`config.mk`:
```
export PLATFORM = sky130hd
export DESIGN_NAME = alu_exec
export DESIGN_NICKNAME = d
export VERILOG_FILES = /design/src/rtl/alu_exec_pkg.sv /design/src/rtl/alu_comb.sv /design/src/rtl/alu_exec.sv
export SDC_FILE = /design/constraint.sdc
export NUM_CORES = 1
export LEC_CHECK = 0
export BUFFER_PORTS_ARGS = -buffer_cell sky130_fd_sc_hd__clkbuf_2
export CAP_MARGIN = 20
export CORE_UTILIZATION = 64
export DETAILED_ROUTE_END_ITERATION = 10
export GPL_TIMING_DRIVEN = 1
export PLACE_DENSITY = 0.94
export SLEW_MARGIN = 20
export SYNTH_ARGS = -nofsm -noshare
export SYNTH_HDL_FRONTEND = slang
export SYNTH_HIERARCHICAL = 1
export SYNTH_SLANG_ARGS = --single-unit
```
`constraint.sdc`:
```
create_clock -name clk -period 6.51 [get_ports clk]
set_input_delay 0.3255 -clock clk [delete_from_list [all_inputs] [get_ports clk]]
set_output_delay 0.3255 -clock clk [all_outputs]
set_load 0.02 [all_outputs]
```
`src/rtl/alu_exec_pkg.sv`:
```
// Shared ALU definitions: funct3/funct7 fields, ALU op encodings, FSM states.
// No logic and no latency; other blocks import this package.
// Backpressure: not applicable. ALU op = {funct7[5], funct3}, as in RV32I.
package alu_exec_pkg;

   localparam logic [2:0] F3_ADD_SUB = 3'b000;
   localparam logic [2:0] F3_SLL     = 3'b001;
   localparam logic [2:0] F3_SLT     = 3'b010;
   localparam logic [2:0] F3_SLTU    = 3'b011;
   localparam logic [2:0] F3_XOR     = 3'b100;
   localparam logic [2:0] F3_SRL_SRA = 3'b101;
   localparam logic [2:0] F3_OR      = 3'b110;
   localparam logic [2:0] F3_AND     = 3'b111;

   localparam logic [6:0] F7_BASE = 7'b0000000;
   localparam logic [6:0] F7_ALT  = 7'b0100000;

   localparam logic [3:0] ALU_ADD  = {F7_BASE[5], F3_ADD_SUB};
   localparam logic [3:0] ALU_SUB  = {F7_ALT[5],  F3_ADD_SUB};
   localparam logic [3:0] ALU_SLL  = {F7_BASE[5], F3_SLL};
   localparam logic [3:0] ALU_SLT  = {F7_BASE[5], F3_SLT};
   localparam logic [3:0] ALU_SLTU = {F7_BASE[5], F3_SLTU};
   localparam logic [3:0] ALU_XOR  = {F7_BASE[5], F3_XOR};
   localparam logic [3:0] ALU_SRL  = {F7_BASE[5], F3_SRL_SRA};
   localparam logic [3:0] ALU_SRA  = {F7_ALT[5],  F3_SRL_SRA};
   localparam logic [3:0] ALU_OR   = {F7_BASE[5], F3_OR};
   localparam logic [3:0] ALU_AND  = {F7_BASE[5], F3_AND};

   typedef enum logic [1:0] {
      ST_IDLE  = 2'd0,
      ST_SHIFT = 2'd1,
      ST_DONE  = 2'd2
   } state_e;

   function automatic logic is_shift_op(input logic [3:0] code);
      return (code == ALU_SLL) || (code == ALU_SRL) || (code == ALU_SRA);
   endfunction

endpackage

```
`src/rtl/alu_comb.sv`:
```
// Single-cycle ALU: ADD, SUB, SLT, SLTU, XOR, OR, AND. Shift ops and undefined codes give 0.
// Latency: purely combinational. Backpressure: none.
// Ports: op (ALU op code), a/b (operands), y (result).
module alu_comb
   import alu_exec_pkg::*;
#(
   parameter int XLEN = 32
) (
   input  logic [3:0]      op,
   input  logic [XLEN-1:0] a,
   input  logic [XLEN-1:0] b,
   output logic [XLEN-1:0] y
);

   always_comb begin
      y = '0;
      unique case (op)
         ALU_ADD:  y = a + b;
         ALU_SUB:  y = a - b;
         ALU_SLT:  y = {{(XLEN-1){1'b0}}, ($signed(a) < $signed(b))};
         ALU_SLTU: y = {{(XLEN-1){1'b0}}, (a < b)};
         ALU_XOR:  y = a ^ b;
         ALU_OR:   y = a | b;
         ALU_AND:  y = a & b;
         default:  y = '0;
      endcase
   end

endmodule

```
`src/rtl/alu_exec.sv`:
```
// Multi-cycle ALU. Shifts run one bit per cycle; all other ops finish in a single cycle.
// Latency: 1 cycle, or n+1 cycles for a shift by n >= 1. Requests are taken only in IDLE.
// Backpressure: start is ignored while busy. Ports: clk, rst, start, op, a, b -> busy, done, result, zero.
module alu_exec
   import alu_exec_pkg::*;
#(
   parameter int XLEN = 32
) (
   input  logic            clk,
   input  logic            rst,
   input  logic            start,
   input  logic [3:0]      op,
   input  logic [XLEN-1:0] a,
   input  logic [XLEN-1:0] b,
   output logic            busy,
   output logic            done,
   output logic [XLEN-1:0] result,
   output logic            zero
);

   localparam int SHW = $clog2(XLEN);
   localparam logic [SHW-1:0] CNT_ONE = SHW'(1);

   state_e            state_q, state_d;
   logic [3:0]        op_q;
   logic [XLEN-1:0]   work_q;
   logic [SHW-1:0]    cnt_q;
   logic [XLEN-1:0]   comb_y;
   logic [XLEN-1:0]   single_y;
   logic [XLEN-1:0]   work_step;
   logic [SHW-1:0]    shamt;
   logic              accept;
   logic              to_shift;

   alu_comb #(.XLEN(XLEN)) u_alu_comb (
      .op (op),
      .a  (a),
      .b  (b),
      .y  (comb_y)
   );

   assign shamt    = b[SHW-1:0];
   assign accept   = (state_q == ST_IDLE) && start;
   assign to_shift = accept && is_shift_op(op) && (shamt != '0);
   // A shift by zero is just a pass-through of a.
   assign single_y = is_shift_op(op) ? a : comb_y;

   // The MSB of the working register stays at the original a[XLEN-1]
   // during SRA, so replicating it gives the correct fill on every step.
   always_comb begin
      work_step = {1'b0, work_q[XLEN-1:1]};
      if (op_q == ALU_SLL) begin
         work_step = {work_q[XLEN-2:0], 1'b0};
      end else if (op_q == ALU_SRA) begin
         work_step = {work_q[XLEN-1], work_q[XLEN-1:1]};
      end
   end

   always_ff @(posedge clk or posedge rst) begin
      if (rst) begin
         state_q <= ST_IDLE;
      end else begin
         state_q <= state_d;
      end
   end

   always_comb begin
      state_d = state_q;
      unique case (state_q)
         ST_IDLE:  if (accept) state_d = to_shift ? ST_SHIFT : ST_DONE;
         ST_SHIFT: if (cnt_q == CNT_ONE) state_d = ST_DONE;
         ST_DONE:  state_d = ST_IDLE;
         default:  state_d = ST_IDLE;
      endcase
   end

   always_ff @(posedge clk or posedge rst) begin
      if (rst) begin
         op_q   <= '0;
         work_q <= '0;
         cnt_q  <= '0;
         result <= '0;
         zero   <= 1'b1;
      end else begin
         unique case (state_q)
            ST_IDLE: begin
               if (accept) begin
                  op_q   <= op;
                  work_q <= a;
                  cnt_q  <= shamt;
                  if (!to_shift) begin
                     result <= single_y;
                     zero   <= (single_y == '0);
                  end
               end
            end
            ST_SHIFT: begin
               work_q <= work_step;
               cnt_q  <= cnt_q - CNT_ONE;
               // Last step: counter reaches 0 on this edge.
               if (cnt_q == CNT_ONE) begin
                  result <= work_step;
                  zero   <= (work_step == '0);
               end
            end
            default: begin
            end
         endcase
      end
   end

   assign busy = (state_q != ST_IDLE);
   assign done = (state_q == ST_DONE);

endmodule

```
### Word level (Yosys, flattened, before mapping)

Cells that the tools add are included.

| word-level totals | value |
|---|---|
| register bits after elaboration | 76 |
| input bits | 71 |

| operators by class | value |
|---|---|
| multiplexer cells | 20 |
| $add $sub $neg | 3 |
| magnitude comparators | 2 |
| equality and inequality tests | 17 |
| reductions and logical operators | 16 |
| bitwise operators | 3 |

Operators by type and width:

| kind | number |
|---|---|
| 32-bit two-way mux | 7 |
| 32-bit one-hot mux with 7 select lines | 1 |
| 32-bit one-hot mux with 2 select lines | 2 |
| 32-bit zero test | 2 |
| 32-bit less-than comparator | 2 |
| 32-bit adder | 1 |
| 32-bit AND | 1 |
| 32-bit OR | 1 |
| 32-bit subtractor | 1 |
| 32-bit bitwise XOR | 1 |
| 4-bit by 3-bit == test with 1-bit output, second input constant | 4 |
| 4-bit == test, second input constant | 3 |
| 5-bit one-hot mux with 2 select lines | 1 |
| 4-bit by 1-bit == test with 1-bit output, second input constant | 2 |
| 4-bit by 2-bit == test with 1-bit output, second input constant | 2 |
| 2-bit two-way mux | 3 |
| 2-bit inequality test, second input constant | 3 |
| 2-bit AND reduction | 3 |
| 5-bit by 1-bit == test with 1-bit output, second input constant | 1 |
| 5-bit two-way mux | 1 |
| 5-bit nonzero test | 1 |
| 5-bit by 1-bit subtractor with 5-bit output, second input constant | 1 |
| 4-bit zero test | 1 |
| 2-bit one-hot mux with 2 select lines | 1 |
| 9 further kinds | 15 |

### Longest topological paths before layout

| depth | value |
|---|---|
| depth after elaboration | 8 |
| gate-level depth with buffers | 19 |
| mapped depth without buffers | 19 |

### Modules after synthesis

Netlist, hierarchy kept.

Modules (own cells, without submodules):

| module | times used | cells an instance | area each (um2) | seq. area each (um2) |
|---|---|---|---|---|
| alu_comb | 1 | 680 | 4601.9 | 0.0 |
| alu_exec | 1 | 433 | 4189.0 | 1903.1 |

### Worst setup path before layout

No wires, ideal clock.

| path | value |
|---|---|
| kind | in2reg |
| from | in a[0] |
| to | reg zero |
| slack | 2984 ps |
| cell stages on the path | 19 |
| data arrival time | 3462 ps |
| buffers on the path | 0 |
| cells stage by stage | inv_1 -> ha_1 -> inv_1 -> fa_1 -> nor2b_1 -> o21ai_1 -> a311oi_2 -> o2111ai_1 -> a21oi_1 -> a31oi_1 -> o21bai_1 -> a221oi_2 -> xnor2_1 -> o221ai_1 -> nor4_1 -> nand4_1 -> nor4_1 -> o221ai_1 -> nand3_1 |

| on the way | value |
|---|---|
| longest elaborated chain between the ends | 7 |
| elaborated cells on any way between the ends | 13 |
| those cells by class | add/sub: 2; order compare: 2; mux: 5; bitwise: 3; reduce/logical: 1 |

Ends and longest elaborated chain:

| what | line | text |
|---|---|---|
| from (decl) | alu_exec.sv:13 | `input logic [XLEN-1:0] a,` |
| 32-bit subtractor or 32-bit adder (tied branches) | alu_comb.sv:19, alu_comb.sv:18 |  |
| 32-bit one-hot mux with 7 select lines (*) | alu_comb.sv:17 | `unique case (op)` |
| via comb_y[28] | alu_exec.sv:28 | `logic [XLEN-1:0] comb_y;` |
| 32-bit two-way mux (*) | alu_exec.sv:46 | `assign single_y = is_shift_op(op) ? a : comb_y;` |
| 32-bit zero test (*) | alu_exec.sv:93 | `zero <= (single_y == '0);` |
| 1-bit two-way mux (*) | alu_exec.sv:91 | `if (!to_shift) begin` |
| 1-bit two-way mux (*) | alu_exec.sv:87 | `if (accept) begin` |
| 1-bit one-hot mux with 2 select lines (*) | alu_exec.sv:85 | `unique case (state_q)` |
| to (signal assigned) | alu_exec.sv:93 |  |
| to (signal assigned) | alu_exec.sv:103 | `zero <= (work_step == '0);` |
| to (decl) | alu_exec.sv:18 | `output logic zero` |

The timed path passes the listed nets; every way through them passes the cells marked *. The select of a mux whose other input is x is not followed.
A chain may end at the register's enable or synchronous reset.

### Worst setup path in the final report

Same ends and word-level chain as after synthesis.

==> impl_metrics.tcl <==
set metrics [dict create \
    outcome "complete, no violations" \
    r2r_end "zero" \
    dieArea_um2 14200 \
    yosys_warnings 6 \
    syn_inst 1113 \
    fmax_mhz 227 \
    grt_max_degree 77 \
    clock_sinks 76 \
    die_h_um 119 \
    drt_iter0_drc 952 \
    end_kind "flip-flop" \
    synthTopCellsByCount "ha_1, inv_1, a21oi_1, nor2_1, nand2_1" \
    routed_wl_um 28700 \
    ctsHoldBuffers 0 \
    synth.area.top_cells "dfrtp_1, ha_1, a21oi_1" \
    cellLeakagePower_nw 4.51 \
    io_buffers 105 \
    die_w_um 119 \
    r2r-start "state_q[0]" \
    ctsResizeCount 0 \
    cts_tree "yes" \
    grt-busiest-layer "met2" \
    power.density_nw_per_um2 282 \
    cts_buffers 9 \
    drive_gt1_frac 0.163 \
    globalRoute.totalOverflow 0 \
    dp_hpwl_um 21000 \
    final-max-slew-violation-count 0 \
    synth_cell_types 80 \
    num_antenna_cells 0 \
    finalSetupViolations 0 \
    synth.most_common_cell "ha_1" \
    synth_area_leader_cell "dfrtp_1" \
    final.setup.worst_slack_ps 2110 \
    start_kind "primary input" \
    fin_crit_ps 4400 \
    ys_ff_latch 76 \
    via_per_inst 6.80 \
    rows 42 \
    finalCritPeriodShare 0.676 \
    via_count 9153 \
    syn_avg_cell_area_um2 7.90 \
    antenna_found_initial 1 \
    cts-root-buf "clkbuf_16" \
    dp_slack_ps 1960 \
    synth_edf_count 0 \
    synth_flop_cell "dfrtp_1" \
    io_pins 106 \
    place_congestion 0.997 \
    post_drt_wl_per_cell_um 21.3 \
    netlist.area_leader.share 0.213 \
    reg2reg_depth 5 \
    drtAntennaViolNets 0 \
    grt_pass1_wl_um 45900 \
    ir_drop_mv 0.220 \
    fin_setup_tns_ps 0 \
    cts.clk_slew.worst_paths_ps 60 \
    post_cts_buffers 0 \
    slew_headroom 0.282 \
    hold_viol 0 \
    syn_to_final_growth_pct 9.51 \
    grt_util_met2 0.642 \
    clockBufferDepth 2 \
    synth_fp_nets 1287 \
    fin_skew_ps 10.5 \
    core_um2 13300 \
    grt_pass1_vias 8647 \
    rsz0062_at_grt "no" \
    arrival_ps 4690 \
    syn-cell-area_um2 8790 \
    start_util 0.661 \
    regToRegSetupSlack_ps 3970 \
    tightest_slew_ps 1070 \
    worstPathRequired_ps 6800 \
    htree_levels 3 \
    nets 1343 \
    met1_usage 0.538 \
    grt_use_met3 0.0723 \
    synth_seq_area_share 0.216 \
    hold_class "in -> async" \
    worstSetupPathType "in -> reg" \
    async_reset_ff_frac 1.00 \
    grt.total_usage 0.413 \
    post-route-drc-count 0 \
    worstPathMaxFanout 5 \
    maxCapViolations 0 \
    final_util 0.724 \
    clk_latency_ps 350 \
    dr.pass1.iters 5 \
]
[layer usage]
metal / vias up / part of all wire
met2: 607 / 0.45
met4: 0 / 0.062
met5: - / 0
met1: 4257 / 0.38
li1: 4164 / -
met3: 125 / 0.10
[logic make-up after synthesis]
logic type	count (synthesis)	share of synthesized area
AO/OA/AOI/OAI	350	0.275
XOR/XNOR	23	0.0229
adder cells (fa/ha/maj)	103	0.148
buffers and inverters	174	0.0773
flip-flops	76	0.216
multiplexers	71	0.0854
AND/OR/NAND/NOR	316	0.174
[sequential cells by signal (all words and copies together), names as in the netlist]
signal	cells
cnt_q	5
op_q	4
result	32
state_q	2
work_q	32
zero	1
[metrics by stage]
step                      area (µm²)  cells  hold slack, ps  power [W]
after global routing            9630   1347            16.9    0.00287
after global placement          9350   1333             463    0.00219
after CTS                       9600   1346             272    0.00268
final                           9630   1347            1.42    0.00271
after floorplan                 8790   1113             431    0.00179
after detailed placement        9350   1333             471    0.00223
[cell usage in the layout (no fill, tap or decap), types with 18 or more instances in the layout]
cell	count
o221ai_1	18
mux2i_1	39
ha_1	101
clkbuf_2	105
a21oi_1	99
nor3_1	19
nor2_1	98
o21ai_0	65
xnor2_1	22
nor4_1	26
nand2_1	82
mux2_2	32
a221o_1	32
inv_1	99
a22oi_1	21
nand3_1	24
dfrtp_1	75
[power by group]
group	total [W]	switching (W)	internal, W
combinational	0.00134	0.000823	0.000520
clock	0.000444	0.000194	0.000250
sequential	0.000927	0.000234	0.000693
[area by class of cell]
class / count / area [µm²]
fillers: 1076 / 3670
clock inverters: 3 / 17.5
multi-input cells: 863 / 6240
well taps: 176 / 220
clock buffers: 10 / 229
repair buffers: 117 / 636
flip-flops and latches: 76 / 1900
inverters: 102 / 383
[worst max path at each step]
stage | startpoint | end | cells after the start
floorplan | a[0] | zero | 19
global placement | a[16] | zero | 18
detailed placement | a[5] | zero | 18
CTS | a[5] | zero | 18
global route | a[0] | zero | 20
finish | a[0] | zero | 20
[worst max-delay path: stages]
cell	delay (ps)
clkbuf_2	130
inv_1	70
ha_1	220
inv_1	80
fa_1	180
nor2b_1	210
o21ai_1	120
a311oi_2	420
o2111ai_1	290
a21oi_1	450
nand3_1	170
o31ai_1	340
a21oi_1	150
xnor2_1	180
o21ai_1	100
nor4_1	500
nand4_1	170
nor4_1	300
o221ai_1	170
nand3_1	120
(Power assumes the default switching activity.)
